**src/rtl/mnist_pkg.sv**
```systemverilog
// Shared MNIST classifier types: bucket count, weight-code encoding and the 8-bit count word
// exchanged between the per-neuron bucket counters and the counter_adder score stage.
package mnist_pkg;

    localparam int NUM_BUCKETS = 13;
    localparam int CODE_W      = 4;
    localparam int CNT_W       = 8;

    typedef logic [CNT_W-1:0] cnt_t;

    // Power-of-two weight per code; codes 13..15 carry zero weight and are never counted.
    typedef enum logic [CODE_W-1:0] {
        WCODE_NEG_0P25     = 4'd0,
        WCODE_NEG_0P125    = 4'd1,
        WCODE_NEG_0P0625   = 4'd2,
        WCODE_NEG_0P03125  = 4'd3,
        WCODE_NEG_0P015625 = 4'd4,
        WCODE_POS_0P015625 = 4'd5,
        WCODE_POS_0P03125  = 4'd6,
        WCODE_POS_0P0625   = 4'd7,
        WCODE_POS_0P125    = 4'd8,
        WCODE_POS_0P25     = 4'd9,
        WCODE_POS_0P5      = 4'd10,
        WCODE_POS_1P0      = 4'd11,
        WCODE_POS_2P0      = 4'd12,
        WCODE_ZERO         = 4'd13
    } wcode_e;

endpackage

```
**src/rtl/weight_bucket_counter_if.sv**
```systemverilog
// Pixel/weight input stream and registered bucket-count output of one weight_bucket_counter.
interface weight_bucket_counter_if
    import mnist_pkg::*;
#(
    parameter int LANES = 8
) ();

    logic                             in_valid;
    logic                             in_ready;
    logic                             in_last;
    logic [LANES-1:0]                 in_pix;
    logic [LANES-1:0][CODE_W-1:0]     in_code;

    logic                             out_valid;
    logic                             out_ready;
    cnt_t [NUM_BUCKETS-1:0]           out_cnt;
    logic                             out_ovf;

    modport master (
        output in_valid,
        input  in_ready,
        output in_last,
        output in_pix,
        output in_code,
        input  out_valid,
        output out_ready,
        input  out_cnt,
        input  out_ovf
    );

    modport slave (
        input  in_valid,
        output in_ready,
        input  in_last,
        input  in_pix,
        input  in_code,
        output out_valid,
        input  out_ready,
        output out_cnt,
        output out_ovf
    );

endinterface

```
**src/rtl/lane_bucket_popcount.sv**
```systemverilog
// Per-beat histogram: for each weight bucket, the number of lanes carrying an active pixel
// with that bucket's code. Purely combinational.
module lane_bucket_popcount
    import mnist_pkg::*;
#(
    parameter  int LANES  = 8,
    localparam int BEAT_W = $clog2(LANES + 1)
) (
    input  logic [LANES-1:0]                   in_pix,
    input  logic [LANES-1:0][CODE_W-1:0]       in_code,
    output logic [NUM_BUCKETS-1:0][BEAT_W-1:0] beat_cnt
);

    // Zero-weight codes 13..15 never match a bucket index, so they drop out naturally.
    always_comb begin
        beat_cnt = '0;
        for (int b = 0; b < NUM_BUCKETS; b++) begin
            for (int l = 0; l < LANES; l++) begin
                if (in_pix[l] && (in_code[l] == CODE_W'(b))) begin
                    beat_cnt[b] = beat_cnt[b] + BEAT_W'(1);
                end
            end
        end
    end

endmodule

```
**src/rtl/weight_bucket_counter.sv**
```systemverilog
// Per-neuron weight-bucket counter: accumulates active pixels per weight bucket over a frame and
// holds the counts for counter_adder. Define WBC_SATURATE_EN to saturate at 255 and report out_ovf.
module weight_bucket_counter
    import mnist_pkg::*;
#(
    parameter int LANES = 8
) (
    input logic                    clk,
    input logic                    rst_n,
    weight_bucket_counter_if.slave bus
);

    localparam int BEAT_W = $clog2(LANES + 1);

    localparam logic [0:0] ST_EMPTY = 1'b0;
    localparam logic [0:0] ST_FULL  = 1'b1;

    logic [0:0]                         state_q;
    logic [0:0]                         state_nxt;
    cnt_t [NUM_BUCKETS-1:0]             acc_q;
    cnt_t [NUM_BUCKETS-1:0]             out_cnt_q;
    cnt_t [NUM_BUCKETS-1:0]             sum_cnt;
    logic [NUM_BUCKETS-1:0][BEAT_W-1:0] beat_cnt;
    logic                               accept;
    logic                               accept_last;

    lane_bucket_popcount #(
        .LANES (LANES)
    ) u_popcount (
        .in_pix   (bus.in_pix),
        .in_code  (bus.in_code),
        .beat_cnt (beat_cnt)
    );

    // Any held result stalls every input beat, not only a closing one, until it is taken.
    assign bus.in_ready  = rst_n && ((state_q == ST_EMPTY) || bus.out_ready);
    assign accept        = bus.in_valid && bus.in_ready;
    assign accept_last   = accept && bus.in_last;
    assign bus.out_valid = (state_q == ST_FULL);
    assign bus.out_cnt   = out_cnt_q;

    always_comb begin
        state_nxt = state_q;
        if (accept_last) begin
            state_nxt = ST_FULL;
        end else if ((state_q == ST_FULL) && bus.out_ready) begin
            state_nxt = ST_EMPTY;
        end
    end

`ifdef WBC_SATURATE_EN
    localparam int SUM_W = CNT_W + 1;

    logic [NUM_BUCKETS-1:0][SUM_W-1:0] sum_wide;
    logic                              beat_sat;
    logic                              ovf_acc_q;
    logic                              out_ovf_q;

    always_comb begin
        sum_wide = '0;
        sum_cnt  = '0;
        beat_sat = 1'b0;
        for (int b = 0; b < NUM_BUCKETS; b++) begin
            sum_wide[b] = SUM_W'(acc_q[b]) + SUM_W'(beat_cnt[b]);
            if (sum_wide[b][CNT_W]) begin
                sum_cnt[b] = '1;
                beat_sat   = 1'b1;
            end else begin
                sum_cnt[b] = sum_wide[b][CNT_W-1:0];
            end
        end
    end

    // Overflow is sticky across a frame and travels with the counts at frame close.
    always_ff @(posedge clk) begin
        if (!rst_n) begin
            ovf_acc_q <= 1'b0;
            out_ovf_q <= 1'b0;
        end else if (accept_last) begin
            out_ovf_q <= ovf_acc_q | beat_sat;
            ovf_acc_q <= 1'b0;
        end else if (accept) begin
            ovf_acc_q <= ovf_acc_q | beat_sat;
        end
    end

    assign bus.out_ovf = out_ovf_q;
`else
    always_comb begin
        sum_cnt = '0;
        for (int b = 0; b < NUM_BUCKETS; b++) begin
            sum_cnt[b] = acc_q[b] + cnt_t'(beat_cnt[b]);
        end
    end

    assign bus.out_ovf = 1'b0;
`endif

    // The closing beat's own counts go straight into out_cnt while the accumulators restart at zero.
    always_ff @(posedge clk) begin
        if (!rst_n) begin
            state_q   <= ST_EMPTY;
            acc_q     <= '0;
            out_cnt_q <= '0;
        end else begin
            state_q <= state_nxt;
            if (accept_last) begin
                out_cnt_q <= sum_cnt;
                acc_q     <= '0;
            end else if (accept) begin
                acc_q <= sum_cnt;
            end
        end
    end

endmodule

```
**src/flat_wrapper.sv**
```systemverilog
// flat-port wrapper written by rule: the top's interface ports become plain ports
module weight_bucket_counter_flat import mnist_pkg::*;
#(
    parameter int LANES = 8
)
  (clk, rst_n, bus_in_valid, bus_in_ready, bus_in_last, bus_in_pix, bus_in_code, bus_out_valid, bus_out_ready, bus_out_cnt, bus_out_ovf);
  weight_bucket_counter_if #(.LANES(LANES)) bus_i ();
  input logic clk;
  input logic rst_n;
  input wire logic [$bits(bus_i.in_valid)-1:0] bus_in_valid;
  output wire logic [$bits(bus_i.in_ready)-1:0] bus_in_ready;
  input wire logic [$bits(bus_i.in_last)-1:0] bus_in_last;
  input wire logic [$bits(bus_i.in_pix)-1:0] bus_in_pix;
  input wire logic [$bits(bus_i.in_code)-1:0] bus_in_code;
  output wire logic [$bits(bus_i.out_valid)-1:0] bus_out_valid;
  input wire logic [$bits(bus_i.out_ready)-1:0] bus_out_ready;
  output wire logic [$bits(bus_i.out_cnt)-1:0] bus_out_cnt;
  output wire logic [$bits(bus_i.out_ovf)-1:0] bus_out_ovf;
  assign bus_i.in_valid = bus_in_valid;
  assign bus_in_ready = bus_i.in_ready;
  assign bus_i.in_last = bus_in_last;
  assign bus_i.in_pix = bus_in_pix;
  assign bus_i.in_code = bus_in_code;
  assign bus_out_valid = bus_i.out_valid;
  assign bus_i.out_ready = bus_out_ready;
  assign bus_out_cnt = bus_i.out_cnt;
  assign bus_out_ovf = bus_i.out_ovf;
  weight_bucket_counter #(.LANES(LANES)) u_core (.clk(clk), .rst_n(rst_n), .bus(bus_i));
endmodule
```
**config.mk**
```make
export PLATFORM = sky130hd
export DESIGN_NAME = weight_bucket_counter_flat
export DESIGN_NICKNAME = d
export VERILOG_FILES = /design/src/rtl/mnist_pkg.sv /design/src/rtl/weight_bucket_counter_if.sv /design/src/rtl/lane_bucket_popcount.sv /design/src/rtl/weight_bucket_counter.sv /design/src/flat_wrapper.sv
export SDC_FILE = /design/constraint.sdc
export NUM_CORES = 1
export LEC_CHECK = 0
export BUFFER_PORTS_ARGS = -buffer_cell sky130_fd_sc_hd__clkbuf_2
export CELL_PAD_IN_SITES_DETAIL_PLACEMENT = 0
export CELL_PAD_IN_SITES_GLOBAL_PLACEMENT = 1
export CORE_ASPECT_RATIO = 1.25
export CORE_MARGIN = 2
export CORE_UTILIZATION = 35
export CTS_CLUSTER_DIAMETER = 150
export DETAILED_ROUTE_END_ITERATION = 8
export GPL_TIMING_DRIVEN = 0
export PLACE_DENSITY = 0.63
export SLEW_MARGIN = 20
export SYNTH_ARGS = -nofsm -noshare
export SYNTH_HDL_FRONTEND = slang
export SYNTH_SLANG_ARGS = --single-unit
```
**constraint.sdc**
```tcl
create_clock -name clk -period 15.74 [get_ports clk]
set_input_delay 3.148 -clock clk [delete_from_list [all_inputs] [get_ports clk]]
set_output_delay 3.148 -clock clk [all_outputs]
set_load 0.01 [all_outputs]
```
==> results of run 1 <==
## stage by stage
stage,hold slack (ps),instances,setup slack [ps],area (µm²)
final,463,3104,6700,19900
after global routing,478,3104,6250,19900
after CTS,463,3104,6730,19900
after detailed placement,454,3070,6250,19200
after global placement,446,3070,6320,19200
after floorplan,441,2270,7250,17700
## Yosys cell counts (7+ instances only)
master      n
clkbuf_1   73
nand3_1    85
a21o_1     20
nor2_1    173
a211oi_1   20
buf_1      13
o211a_1    56
inv_1     100
and2_1     29
a21oi_1   132
xor2_1    133
nor2b_1    23
xnor3_1    10
o21ai_0   117
mux2_2     21
and3_1     16
a21boi_0   40
ha_1      163
nand2b_1   25
or3_1      59
fa_1       13
xnor2_1   134
a31oi_1    19
or2_2      16
nand3b_1   21
o31ai_1    11
dfxtp_1   209
nand2_1   356
mux2i_1    22
nor3b_1     7
nor3_1     32
nand4_1    13
## report_power, final
group          internal [mW]  total (mW)  switching [mW]
sequential             0.540       0.547         0.00698
clock                  0.293       0.516           0.223
combinational         0.0664       0.199           0.133
total                  0.899        1.26           0.363
## flip-flops by register name, summed over array words and instances (netlist names)
register / cells
u_core.acc_q: 104
u_core.bus.out_valid: 1
u_core.bus.out_cnt: 104
## layer usage
metal	share of wire, %	vias to the layer above	GRT usage (%)
li1	-	8151	-
met1	44	7467	26.8
met2	50	282	39.7
met3	3.5	60	2.05
met4	2.4	10	5.74
met5	0.11	-	0
## kinds of logic (layout without fill, tap and decap cells)
logic type,count (synthesis),in the layout
AO/OA/AOI/OAI,475,475
XOR/XNOR,281,281
adder cells (fa/ha/maj),181,181
buffers and inverters,194,370
flip-flops,209,209
multiplexers,43,43
other,1,1
AND/OR/NAND/NOR,886,886
## tightest hold or removal path, stage by stage, from the launching register on
cell	delay, ps
dfxtp_1	310
nand2_1	50
a21oi_1	50
## worst paths after layout
path / depth (start not counted) / from / end
worst max-delay path: 29 / bus_in_code[3] / u_core.bus.out_cnt[15]
worst min register to register: 2 / u_core.acc_q[24] / u_core.acc_q[24]
worst max register to register: 8 / u_core.bus.out_valid / u_core.bus.out_cnt[102]
worst min-delay path: 2 / u_core.acc_q[24] / u_core.acc_q[24]
## final cells by class
type                       count  area, µm²
buffer                        93        367
clock buffer                  27        578
clock inverter                 7        101
fill                        5338      30300
inverter                     101        379
multi-input combinational   1867      12800
sequential                   209       4180
tap                          658        823
timing repair buffer         142        711
==> summary.txt, run 1 <==
Critical path
  – Max incr delay on CP: 520 ps
  – Worst path slowest cell: or3b_2
  – Arr. time, crit path: 9430 ps
  – Cell mode on critical path: ha_1
  – Crit start category: primary input
  – Critical Path Sink Type: flop
  – Critical Path RT: 16140 ps
  – CP max FO: 10
  – Worst path bufs/invs: 3
  – Reg2Reg Setup Slack: 12700 ps
  – Delay-heaviest family, CP: compound AO/OA/AOI/OAI gates
  – Crit path kind: primary input to flop

STA
  – Setup TNS: 0 ps
  – Final Cycle Share: 57.4%
  – Slew Viols, Final: 0
  – Crit path time final: 9040 ps
  – Fmax: 111 MHz
  – RSZ-0062 raised after global routing: no
  – Headroom to the max-slew limit: 29.5%
  – Setup violations, final: 0
  – Fin. Hold Viols: 0
  – Clock skew: 27.7 ps
  – Worst-Margin Slew: 1050 ps

Die
  – DIE AREA: 52400 µm²
  – Chip Width: 205 µm
  – Core Footprint: 50200 µm²
  – Initial Utilization: 35.3%
  – Ports: 152
  – Die Y: 255 µm
  – FP Rows: 92

Synth
  – Mean post-synth cell area: 7.80 µm²
  – Seq cells post-synth: 209
  – Post-Synth XOR/XNOR Area: 15.0%
  – Synth area leaders: dfxtp_1 (24%), ha_1 (12%), nand2_1 (7.5%), xnor2_1 (6.6%), xor2_1 (6.6%)
  – Synth Area in Compound Gates: 17.6%
  – Synth top area share: 23.6%
  – Post-Syn Area: 17700 µm²
  – Post-synth EDFFs: 0
  – Predominant post-synthesis flop cell: dfxtp_1
  – Post-synth ARST share: 0%
  – Synth Warn #: 0
  – Post-Syn Instances: 2270
  – Mux share of post-synthesis cell area: 2.58%
  – Largest family of logic cells by synthesized area: simple AND/OR/NAND/NOR gates
  – Adder-cell share of the synthesized area: 13.3%
  – Area leader, netlist: dfxtp_1
  – Post-Synth Simple-Gate Area: 23.6%
  – Unique masters post-synth: 81
  – Sequential fraction of the synthesis area: 23.6%
  – Net count after synthesis: 2491

Outcome
  – Run status: completed

GRT
  – Vias in the first global route: 15290
  – GRT Total Usage: 21.7%
  – First-pass GRT wire length: 88500 µm
  – Pin count of the biggest net entering global routing: 18
  – Initial antenna violation count: 5
  – Gr ovfl total: 0

Clocking
  – Setup bufs post-CTS: 0
  – Clock sink count: 209
  – Clock latency on the worst-skew pair: 530 ps
  – Post-CTS sizing: 0
  – Worst-path clk slew: 60 ps
  – Htree depth: 1
  – CTS Buf Count: 20
  – Clock Path Buffers: 3
  – CTS tree: yes
  – CTS root buf: clkbuf_16
  – Hold_buf cts: 0

Routing
  – DRT Pass-1 Iters: 6
  – Drc violations: 0
  – Violation count after the first detailed-routing iteration: 794
  – DR vias/cell: 5.14
  – WL final: 57800 µm
  – Vias: 15970
  – Detail Route Antenna Nets: 0
  – Routed WL per cell: 18.6 µm

Power and ir drop
  – Pwr Density: 63.4 nW/µm²
  – Tot Pwr: 1.26 mW
  – Peak supply drop: 62.1 µV
  – Static Leak: 8.94 nW

Place
  – Post-DP HPWL: 47800 µm
  – IO Port Bufs: 142
  – Gpl congestion: 0.927

Flow run
  – Max-Cap Viols: 0

Layout
  – Synth-to-Final Area Change: 12.5%
  – Share of post-route cells with drive strength above 1: 9.89%
  – Most common cell after layout, fill and taps aside: nand2_1
  – Antenna cells: 0
  – Fin nets: 2655
  – Most frequent cells in the layout: nand2_1 (356), dfxtp_1 (209), nor2_1 (173)
  – Post-layout util: 39.7%

Hold path
  – Worst Hold Class: flop to flop
(Power assumes the default switching activity.)
==> run 2: changes to the inputs <==
--- a/config.mk
+++ b/config.mk
@@ -14,7 +14,7 @@
 export CTS_CLUSTER_DIAMETER = 150
 export DETAILED_ROUTE_END_ITERATION = 8
 export GPL_TIMING_DRIVEN = 0
-export PLACE_DENSITY = 0.63
+export PLACE_DENSITY = 0.66
 export SLEW_MARGIN = 20
 export SYNTH_ARGS = -nofsm -noshare
 export SYNTH_HDL_FRONTEND = slang
==> constraint.sdc (replaced) <==
create_clock -name clk -period 7.6 [get_ports clk]
set_input_delay 1.52 -clock clk [delete_from_list [all_inputs] [get_ports clk]]
set_output_delay 1.52 -clock clk [all_outputs]
set_load 0.01 [all_outputs]
==> summary.txt, run 2 (synthesis results as in run 1) <==
Outcome
  – Run status: completed

GRT
  – Vias in the first global route: 14820 (-3.1%)
  – GRT Total Usage: 21.2% (-0.51 points)
  – Gr ovfl total: 0 (unchanged)
  – First-pass GRT wire length: 86500 µm (-2.2%)
  – Initial antenna violation count: 3 (-2)
  – Pin count of the biggest net entering global routing: 16 (-2)

Die
  – Ports: 152 (unchanged)
  – FP Rows: 92 (unchanged)
  – Core Footprint: 50200 µm² (unchanged)
  – DIE AREA: 52400 µm² (unchanged)
  – Initial Utilization: 35.3% (unchanged)
  – Chip Width: 205 µm (unchanged)
  – Die Y: 255 µm (unchanged)

STA
  – Fin. Hold Viols: 0 (unchanged)
  – RSZ-0062 raised after global routing: no
  – Setup violations, final: 0 (unchanged)
  – Crit path time final: 7190 ps
  – Fmax: 139 MHz
  – Clock skew: 13.8 ps (-13.9 ps)
  – Headroom to the max-slew limit: 35.7% (+6.2 points)
  – Final Cycle Share: 94.6%
  – Worst-Margin Slew: 956 ps (-98.4 ps)
  – Slew Viols, Final: 0 (unchanged)

Critical path
  – Reg-to-reg endpoint: u_core.bus.out_cnt[7]
  – Crit start category: primary input
  – Reg2Reg Setup Slack: 4620 ps (-8080 ps)
  – Critical Path RT: 8000 ps (-8140 ps)
  – R2R cell count: 8 (unchanged)
  – Reg2reg start: u_core.bus.out_valid
  – Arr. time, crit path: 7590 ps (-1840 ps)
  – Critical Path Sink Type: flop
  – CP max FO: 4 (-6)
  – Crit path kind: primary input to flop

Power and ir drop
  – Peak supply drop: 132 µV (+110%)
  – Tot Pwr: 2.66 mW (+110%)
  – Sw frac: 28.3% (-0.50 points)
  – Clk pwr share: 42.0% (+1.1 points)
  – Internal power: 1.91 mW (+110%)
  – Pwr Density: 133 nW/µm² (+110%)
  – Comb power frac: 15.5% (-0.3 points)
  – Sequential power share: 42.5% (-0.8 points)
  – Static Leak: 8.97 nW (+0.33%)
  – Sw power: 0.752 mW (+110%)

Routing
  – WL final: 57400 µm (-0.62%)
  – Routed WL per cell: 18.5 µm (-0.65%)
  – Vias: 16080 (+0.69%)
  – DR vias/cell: 5.18 (+0.66%)
  – Drc violations: 0 (unchanged)
  – DRT Pass-1 Iters: 5 (-1)
  – Violation count after the first detailed-routing iteration: 808 (+1.8%)
  – Detail Route Antenna Nets: 0 (unchanged)

Place
  – Dpl cells: 3070 (unchanged)
  – Gpl congestion: 0.880 (-5.0%)
  – Post-DP HPWL: 47800 µm (about the same)
  – Placed cell areas: 19200 µm² (unchanged)
  – IO Port Bufs: 142 (unchanged)

Layout
  – Synth-to-Final Area Change: 12.9%
  – Sequential Area: 4180 µm² (unchanged)
  – Share of post-route cells with drive strength above 1: 10.3% (+0.36 points)
  – Most frequent cells in the layout: nand2_1 (356), dfxtp_1 (209), nor2_1 (172)
  – Fin area: 20000 µm² (+0.34%)
  – Area of the multi-input gates: 12800 µm² (+0.20%)
  – Most common cell after layout, fill and taps aside: nand2_1
  – Final cell count without fillers: 3105 (+0.032%)
  – Antenna cells: 0 (unchanged)
  – Fin nets: 2655 (unchanged)
  – Fillers: 5277 (-1.1%)

Clocking
  – CTS Buf Count: 20 (unchanged)
  – Clock latency on the worst-skew pair: 510 ps (-20 ps)
  – Clock Path Buffers: 3 (unchanged)
  – CTS tree: yes
  – Clock sink count: 209 (unchanged)
  – Worst-path clk slew: 70 ps (about the same)
  – Hold_buf cts: 0 (unchanged)
  – Htree depth: 1 (unchanged)
  – CTS root buf: clkbuf_16
  – Setup bufs post-CTS: 0 (unchanged)
  – Post-CTS sizing: 0 (unchanged)

Flow run
  – Max-Cap Viols: 0 (unchanged)

Hold path
  – Worst Hold Depth: 2 (unchanged)
  – Hold wc startpoint: u_core.acc_q[0]
  – Worst Hold Class: flop to flop
  – Hold Path End: u_core.acc_q[0]
-- run 2: cell type report --
class,instances,area share [%]
multi-input cells,1867,64.1
flip-flops and latches,209,20.9
clock inverters,9,0.638
plain buffers,93,1.83
well taps,658,4.12
repair buffers,142,3.56
clock buffers,26,2.97
inverters,101,1.90
-- run 2: power groups by stage --
stage / sequential, mW / combinational (mW) / clock (mW)
3_5_place_dp: 1.16 / 0.413 / 0
2_1_floorplan: 1.16 / 0.253 / 0
4_1_cts: 1.13 / 0.416 / 1.14
6_report: 1.13 / 0.412 / 1.12
3_3_place_gp: 1.16 / 0.406 / 0
5_1_grt: 1.14 / 0.455 / 1.18
-- run 2: per-layer routing --
layer	routed length (µm)	up-vias	track usage (%)
met2	28900	355	38.4
met1	24500	7486	26.1
met5	40	-	0
met3	2140	83	1.80
met4	1860	6	6.85
li1	-	8150	-
-- run 2: worst max path at each step --
| stage | from | end | cells after the start |
|---|---|---|---|
| final | bus_in_code[3] | u_core.bus.out_cnt[23] | 28 |
| after global routing | bus_in_code[3] | u_core.bus.out_cnt[15] | 30 |
| after CTS | bus_in_code[3] | u_core.bus.out_cnt[15] | 29 |
| after detailed placement | bus_in_code[3] | u_core.bus.out_cnt[15] | 29 |
| after global placement | bus_in_code[3] | u_core.bus.out_cnt[15] | 29 |
| after floorplan | bus_in_code[3] | u_core.bus.out_cnt[23] | 27 |
-- run 2: metrics by stage --
step / setup WS, ps / TNS [ps] / hold slack, ps / utilization (%)
2_1_floorplan: 739 / 0 / 441 / -
3_3_place_gp: -239 / -484 / 446 / 38.3
3_5_place_dp: -244 / -998 / 453 / 38.3
4_1_cts: 236 / 0 / 463 / 39.8
5_1_grt: 34.4 / 0 / 471 / 39.8
6_report: 413 / 0 / 462 / 39.8
-- run 2: critical path, cell delays in order --
cell,delay (ps)
clkbuf_2,100
or3b_2,530
nor2_1,260
ha_1,320
xnor2_2,320
inv_1,80
ha_1,310
mux2_2,310
ha_1,290
mux2_2,280
ha_1,270
mux2i_1,240
inv_1,70
ha_1,270
nor2_1,40
a21oi_1,230
ha_1,290
mux2i_1,230
inv_1,80
ha_1,280
a21o_1,190
a21oi_1,240
nor2b_1,90
o21a_1,230
nand3_1,140
xor2_1,150
nand2_1,60
o211a_1,140
